**src/rtl/task2b.sv**
```systemverilog
// RC4 keystream generator and decryptor: walks S with the PRGA, XORs each
// keystream byte with the encrypted ROM byte and writes the result to RAM.
//
// state  | meaning
// IDLE   | waiting for start, S bus released
// RD_SI  | address S[i]
// LT_SI  | latch si, j += si
// RD_SJ  | address S[j]
// LT_SJ  | latch sj
// WR_SI  | S[i] <= sj
// WR_SJ  | S[j] <= si
// RD_F   | address S[si+sj] and ROM[k]
// LT_F   | latch f and encrypted byte
// WR_OUT | RAM[k] <= f ^ enc
// DONE   | one-cycle completion strobe
module task2b #(
  parameter int MSG_LEN = 32
) (
  input  logic       clk,
  input  logic       rst,
  input  logic       start,
  output logic [7:0] s_address,
  output logic [7:0] s_data_out,
  output logic       s_wr_en,
  input  logic [7:0] s_data_in,
  output logic [4:0] rom_address,
  input  logic [7:0] rom_data,
  output logic [4:0] ram_address,
  output logic [7:0] ram_data,
  output logic       ram_wr_en,
  output logic       task_on,
  output logic       fin_strobe
);

  localparam logic [4:0] LAST_K = 5'(MSG_LEN - 1);

  typedef enum logic [3:0] {
    IDLE, RD_SI, LT_SI, RD_SJ, LT_SJ, WR_SI, WR_SJ, RD_F, LT_F, WR_OUT, DONE
  } state_t;

  state_t     state_q, state_d;
  logic [7:0] i_q, i_d, j_q, j_d;
  logic [7:0] si_q, si_d, sj_q, sj_d;
  logic [7:0] f_q, f_d, enc_q, enc_d;
  logic [4:0] k_q, k_d;

  logic [7:0] s_address_q, s_address_d;
  logic [7:0] s_data_out_q, s_data_out_d;
  logic       s_wr_en_q, s_wr_en_d;
  logic [4:0] rom_address_q, rom_address_d;
  logic [4:0] ram_address_q, ram_address_d;
  logic [7:0] ram_data_q, ram_data_d;
  logic       ram_wr_en_q, ram_wr_en_d;
  logic       task_on_q, task_on_d;
  logic       fin_strobe_q, fin_strobe_d;

  always_comb begin
    state_d = state_q;
    i_d     = i_q;
    j_d     = j_q;
    si_d    = si_q;
    sj_d    = sj_q;
    f_d     = f_q;
    enc_d   = enc_q;
    k_d     = k_q;

    case (state_q)
      IDLE: begin
        if (start) begin
          state_d = RD_SI;
          i_d     = 8'd1;
          j_d     = 8'd0;
          k_d     = 5'd0;
        end
      end
      RD_SI:  state_d = LT_SI;
      LT_SI: begin
        si_d    = s_data_in;
        j_d     = j_q + s_data_in;
        state_d = RD_SJ;
      end
      RD_SJ:  state_d = LT_SJ;
      LT_SJ: begin
        sj_d    = s_data_in;
        state_d = WR_SI;
      end
      WR_SI:  state_d = WR_SJ;
      WR_SJ:  state_d = RD_F;
      RD_F:   state_d = LT_F;
      LT_F: begin
        f_d     = s_data_in;
        enc_d   = rom_data;
        state_d = WR_OUT;
      end
      WR_OUT: begin
        if (k_q == LAST_K) begin
          state_d = DONE;
        end else begin
          k_d     = k_q + 5'd1;
          i_d     = i_q + 8'd1;
          state_d = RD_SI;
        end
      end
      DONE:    state_d = IDLE;
      default: state_d = IDLE;
    endcase

    // Outputs are registered, so they are decoded from the state being entered.
    s_address_d   = 8'd0;
    s_data_out_d  = 8'd0;
    s_wr_en_d     = 1'b0;
    rom_address_d = 5'd0;
    ram_address_d = 5'd0;
    ram_data_d    = 8'd0;
    ram_wr_en_d   = 1'b0;
    fin_strobe_d  = 1'b0;
    task_on_d     = (state_d != IDLE);

    case (state_d)
      RD_SI: s_address_d = i_d;
      RD_SJ: s_address_d = j_d;
      WR_SI: begin
        s_address_d  = i_d;
        s_data_out_d = sj_d;
        s_wr_en_d    = 1'b1;
      end
      WR_SJ: begin
        s_address_d  = j_d;
        s_data_out_d = si_d;
        s_wr_en_d    = 1'b1;
      end
      RD_F: begin
        s_address_d   = si_d + sj_d;
        rom_address_d = k_d;
      end
      WR_OUT: begin
        ram_address_d = k_d;
        ram_data_d    = f_d ^ enc_d;
        ram_wr_en_d   = 1'b1;
      end
      DONE:    fin_strobe_d = 1'b1;
      default: ;
    endcase
  end

  always_ff @(posedge clk or negedge rst) begin
    if (!rst) begin
      state_q       <= IDLE;
      i_q           <= 8'd0;
      j_q           <= 8'd0;
      si_q          <= 8'd0;
      sj_q          <= 8'd0;
      f_q           <= 8'd0;
      enc_q         <= 8'd0;
      k_q           <= 5'd0;
      s_address_q   <= 8'd0;
      s_data_out_q  <= 8'd0;
      s_wr_en_q     <= 1'b0;
      rom_address_q <= 5'd0;
      ram_address_q <= 5'd0;
      ram_data_q    <= 8'd0;
      ram_wr_en_q   <= 1'b0;
      task_on_q     <= 1'b0;
      fin_strobe_q  <= 1'b0;
    end else begin
      state_q       <= state_d;
      i_q           <= i_d;
      j_q           <= j_d;
      si_q          <= si_d;
      sj_q          <= sj_d;
      f_q           <= f_d;
      enc_q         <= enc_d;
      k_q           <= k_d;
      s_address_q   <= s_address_d;
      s_data_out_q  <= s_data_out_d;
      s_wr_en_q     <= s_wr_en_d;
      rom_address_q <= rom_address_d;
      ram_address_q <= ram_address_d;
      ram_data_q    <= ram_data_d;
      ram_wr_en_q   <= ram_wr_en_d;
      task_on_q     <= task_on_d;
      fin_strobe_q  <= fin_strobe_d;
    end
  end

  assign s_address   = s_address_q;
  assign s_data_out  = s_data_out_q;
  assign s_wr_en     = s_wr_en_q;
  assign rom_address = rom_address_q;
  assign ram_address = ram_address_q;
  assign ram_data    = ram_data_q;
  assign ram_wr_en   = ram_wr_en_q;
  assign task_on     = task_on_q;
  assign fin_strobe  = fin_strobe_q;

endmodule

```
**config.mk**
```make
export PLATFORM = sky130hd
export DESIGN_NAME = task2b
export DESIGN_NICKNAME = d
export VERILOG_FILES = /design/src/rtl/task2b.sv
export SDC_FILE = /design/constraint.sdc
export NUM_CORES = 1
export LEC_CHECK = 0
export BUFFER_PORTS_ARGS = -buffer_cell sky130_fd_sc_hd__buf_4
export CAP_MARGIN = 20
export CORE_ASPECT_RATIO = 1.75
export CORE_MARGIN = 2
export CORE_UTILIZATION = 56
export CTS_CLUSTER_SIZE = 12
export DETAILED_ROUTE_END_ITERATION = 8
export GPL_ROUTABILITY_DRIVEN = 0
export HOLD_SLACK_MARGIN = 0.02
export PLACE_DENSITY_LB_ADDON = 0.15
export SYNTH_ARGS = -nofsm -noshare
export SYNTH_HDL_FRONTEND = slang
export SYNTH_SLANG_ARGS = --single-unit
```
**constraint.sdc**
```tcl
create_clock -name clk -period 4.2 [get_ports clk]
set_clock_uncertainty 0.15 [all_clocks]
set_input_delay 0.63 -clock clk [delete_from_list [all_inputs] [get_ports clk]]
set_output_delay 0.63 -clock clk [all_outputs]
set_load 0.02 [all_outputs]
```
Yosys cells after proc, flatten, opt, wreduce, memory -nomap -nowiden
Index checks and enable logic that the tools add are counted.
{"block": "word_totals", "reg_bits": 95, "latch_bits": 0, "ram_bits": 0, "romBits": 0, "wordCells": 67, "mem_count": 0}
{"block": "classes", "addsub": 4, "mul": 0, "n_div": 0, "magnitude_cmp": 0, "n_eq_ne": 17, "n_shift": 0, "n_mux": 23, "n_bitwise": 1, "n_reduce_logical": 5}
{"operator": "two-way mux 8 bit", "n": 8}
{"operator": "case mux 8 bit (2 select lines)", "n": 3}
{"operator": "case mux 4 bit (10 select lines)", "n": 1}
{"operator": "== test 4 x 3 -> 1 bit (second input constant)", "n": 7}
{"operator": "case mux 8 bit (3 select lines)", "n": 1}
{"operator": "two-way mux 5 bit", "n": 4}
{"operator": "adder 8 bit", "n": 2}
{"operator": "== test 4 bit (second input constant)", "n": 4}
{"operator": "== test 4 x 2 -> 1 bit (second input constant)", "n": 3}
{"operator": "case mux 5 bit (2 select lines)", "n": 1}
{"operator": "adder 8 x 1 -> 8 bit (second input constant)", "n": 1}
{"operator": "== test 4 x 1 -> 1 bit (second input constant)", "n": 2}
{"operator": "two-way mux 4 bit", "n": 2}
{"operator": "XOR 8 bit", "n": 1}
{"operator": "OR reduction 2 bit", "n": 3}
{"operator": "adder 5 x 1 -> 5 bit (second input constant)", "n": 1}
{"operator": "== test 5 bit (second input constant)", "n": 1}
{"operator": "zero test 4 bit", "n": 1}
{"operator": "nonzero test 4 bit", "n": 1}
{"operator": "two-way mux 1 bit", "n": 3}

Longest topological paths before layout
{"block": "logic_depth", "depth_word": 6, "depth_mapped": 14, "mapped_depth_nobuf": 12}

Worst setup path before layout
No wires, ideal clock.
{"block": "synth_timing", "path_type": "register to register", "startpoint": "reg state_q[1]", "endpoint": "reg s_address_q[4], in the netlist s_address[4]", "setup_time_ns": 0.126, "arrival_time_ns": 2.687, "required_ns": 3.924, "path_slack_ns": 1.237, "stages_incl_launch_ff": 11, "n_path_buf": 1, "period_less_slack_ns": 2.963, "path_cell_list": "dfrtp_1 > buf_6 > nor4b_4 > mux2_2 > ha_1 > fa_1 > a21o_1 > a21o_1 > nor2_1 > nor3b_1 > a221o_1"}
{"item": "start: declaration", "line": "41", "rtl": "state_t state_q, state_d;"}
{"item": "start signal: assignment", "line": "166", "rtl": "state_q <= state_d;"}
{"item": "== test 4 x 3 -> 1 bit", "line": "67", "rtl": "case (state_q)"}
{"item": "two-way mux 8 bit", "line": "67"}
{"item": "via sj_d[0]", "line": "43", "rtl": "logic [7:0] si_q, si_d, sj_q, sj_d;"}
{"item": "adder 8 bit", "line": "133", "rtl": "s_address_d = si_d + sj_d;"}
{"item": "case mux 8 bit (3 select lines)", "line": "119", "rtl": "case (state_d)"}
{"item": "via s_address_d[4]", "line": "47", "rtl": "logic [7:0] s_address_q, s_address_d;"}
{"item": "end signal: assignment", "line": "174", "rtl": "s_address_q <= s_address_d;"}
{"item": "end: declaration", "line": "47"}
The timed path passes the listed nets, and every way through them passes these cells.

Worst setup path after layout
{"block": "layout_timing", "startpoint": "reg state_q[1]", "endpoint": "reg s_address_q[6], in the netlist s_address[6]"}
The elaborated chain is that of the path after synthesis.

==> impl_metrics.tcl <==
set metrics [dict create \
    clock_latency_ns 0.34 \
    slew_headroom_pct 34.9 \
    cp.arrival_ns 3.50 \
    ys_ff_latch 79 \
    switching_share_pct 39.9 \
    nets 462 \
    syn-num-nets 410 \
    cts.path.max_buffers 2 \
    start_util_pct 57.6 \
    net-switching-power_uw 1440 \
    fin_crit_sh_pct 80.6 \
    pin_count 57 \
    drt_pass1_iterations 4 \
    worstHoldPathType "input pin to async pin" \
    core_sq_um 6810 \
    rows 40 \
    tns_ns 0 \
    syn2layout_area_growth_pct 19.2 \
    drive_above_1_share_pct 22.8 \
    antenna_cells 0 \
    finish.instance_area_sq_um 4670 \
    synth_area_leaders "dfrtp_1, ha_1, nand2_1" \
    critical_path_class "flop to flop" \
    critPathRequiredTime_ns 4.32 \
    antenna_found_initial 0 \
    hold_viol_final 0 \
    clk_pin_slew_worst_paths_ns 0.06 \
    start_kind "flop" \
    cpMostUsedCell "a21o_1" \
    worst_slew_pin_slew_ns 0.977 \
    cp_slowest_cell "nor4b_4" \
    fin_crit_ns 3.38 \
    clock.fmax_mhz 295 \
    numClockSinks 79 \
    async_flop_share_pct 100 \
    synthFlopType "dfrtp_1" \
    path_cells "nor4b_4 -> mux2_2 -> ha_1 -> fa_1 -> a21o_1 -> a21o_1 -> nand2_1 -> mux2i_1 -> o21ai_0 -> nand3b_1" \
    synth_common_cells "dfrtp_1, nand2_1, nor2_1" \
    cts_max_level 3 \
    port-buffer-count 56 \
    final_core_util_pct 68.6 \
    yosys.area.top_type "dfrtp_1" \
    netlist_area_sq_um 3920 \
    worst-path-buf-inv 0 \
    holdBufCountCts 0 \
    track_usage_pct 26.5 \
    dieHeight_um 115 \
    synth_top_area_share_pct 50.5 \
    cap_viol_max_count 0 \
    end_kind "flop" \
    pre_cts_slack_ns 0.864 \
    status "completed" \
    synth_most_common_cell "dfrtp_1" \
    slowest_delay_ns 0.69 \
    power.internal_uw 2170 \
    grt_pass1_wl_um 14600 \
    synth_edf_count 0 \
    setup_viol 0 \
    yosysUniqueCellTypes 61 \
    synth_area_per_cell_sq_um 10.5 \
    wire_per_inst_um 17.8 \
    grt_max_degree 80 \
    die-area_sq_um 7710 \
    worst_slack_ns 0.815 \
    yosysSeqAreaShare_pct 50.5 \
    crit_fanout 18 \
    viasPerCell 5.74 \
    peakVddDrop_v 0.000415 \
    syn_inst 373 \
    post_cts_buffers 0 \
    route.vias.total 2951 \
    grt.overflow.total 0 \
    ctsResizeCount 0 \
    cp_top_family "simple AND/OR/NAND/NOR gates" \
    grt_pass1_vias 2991 \
    p_leak_uw 0.00237 \
    p_comb_share_pct 45.7 \
    rsz0062_at_grt "false" \
    yosys_warnings 0 \
    tritoncts "yes" \
    pwr-share-seq_pct 32.8 \
    drtAntennaViolNets 0 \
    pwr-share-clk_pct 21.6 \
    cts_buffers 9 \
    dp_hpwl_um 6700 \
    drtIter0Drc 182 \
    drt-total-wl_um 9140 \
    finalMaxSlewViolations 0 \
    cts-root-buf "clkbuf_16" \
    power.density_nw_per_um2 772 \
    route.detailed.drc 0 \
    place_area_sq_um 4370 \
    die_width_um 67.2 \
]
state kept, by name (all words and copies together), names as in the netlist:
register	flops
k_q	5
sj_q	8
s_address	8
fin_strobe	1
rom_address	5
s_data_out	8
s_wr_en	1
task_on	1
ram_address	5
i_q	8
state_q	4
ram_wr_en	1
si_q	8
j_q	8
ram_data	8
through the flow:
| step | hold slack (ns) | cells | total power (uW) |
|---|---|---|---|
| floorplan | 0.184 | 373 | 2380 |
| global placement | 0.336 | 498 | 2770 |
| detailed placement | 0.342 | 498 | 2820 |
| CTS | 0.332 | 514 | 3620 |
| global route | 0.368 | 514 | 3850 |
| finish | 0.290 | 514 | 3600 |
worst register-to-register path, stage by stage (launching register included):
cell and delay [ns]:
dfrtp_1 0.60, nor4b_4 0.69, mux2_2 0.42, ha_1 0.21, fa_1 0.40, a21o_1 0.17
a21o_1 0.18, nand2_1 0.09, mux2i_1 0.19, o21ai_0 0.10, nand3b_1 0.12
cell families after synthesis:
family | Yosys count | synth area share (%)
and+or+nand+nor | 135 | 17.4
DFF | 79 | 50.5
AOI/OAI and AO/OA | 66 | 11.3
buffers and inverters | 32 | 3.74
xor gates and xnor gates | 23 | 5.49
muxes | 20 | 5.53
adders and majority gates | 18 | 6.13
path summary, 6_finish.rpt:
kind                       startpoint  slack, ns       endpoint  depth (start not counted)
max in group asynchronous         rst       2.97  s_data_out[7]                          1
setup reg to reg           state_q[1]       0.82   s_address[6]                         10
min in group clk              sj_q[2]       0.36        sj_q[2]                          1
hold reg to reg               sj_q[2]       0.36        sj_q[2]                          1
setup / recovery           state_q[1]       0.82   s_address[6]                         10
hold / removal                    rst       0.29    ram_data[0]                          1
routing by layer:
layer	up-vias	global-route usage (%)	part of all wire, %
li1	1387	-	-
met1	1443	27.5	36
met2	92	45.9	55
met3	29	4.42	3.5
met4	0	19.6	5.3
met5	-	0	0
power by group through the flow:
stage | logic [uW] | registers (uW) | clock network [uW]
4_1_cts | 1650 | 1180 | 791
3_5_place_dp | 1630 | 1190 | 0
6_report | 1650 | 1180 | 777
3_3_place_gp | 1590 | 1180 | 0
5_1_grt | 1820 | 1210 | 821
2_1_floorplan | 1200 | 1180 | 0
cell usage in the layout (no fill, tap or decap), types with 2 or more instances in the layout:
master / count
buf_4: 58
and4_1: 2
and2_1: 5
a21o_1: 5
a211oi_1: 2
xnor2_1: 18
a32oi_1: 2
nor2_1: 41
dfrtp_1: 79
mux2i_1: 10
nand3_1: 7
o21ai_1: 2
nand4_2: 2
mux2_2: 9
inv_1: 14
or2_2: 3
fa_1: 2
nor2b_1: 2
nand2_1: 50
a222oi_1: 2
a22oi_1: 3
nand2b_1: 6
a22o_1: 2
clkbuf_16: 9
clkinv_2: 2
nor3b_1: 2
ha_1: 16
o21ai_0: 17
a21oi_1: 17
clkinv_4: 2
xor2_1: 4
or3_1: 3
a221o_1: 2
area by class of cell:
cell class / instances / area (sq um)
multi-input cells: 262 / 1790
flip-flops and latches: 79 / 1980
repair buffers: 58 / 435
inverters: 15 / 56.3
well taps: 84 / 105
clock buffers: 11 / 243
clock inverters: 5 / 57.6
fillers: 563 / 2140
(Power assumes the default switching activity.)
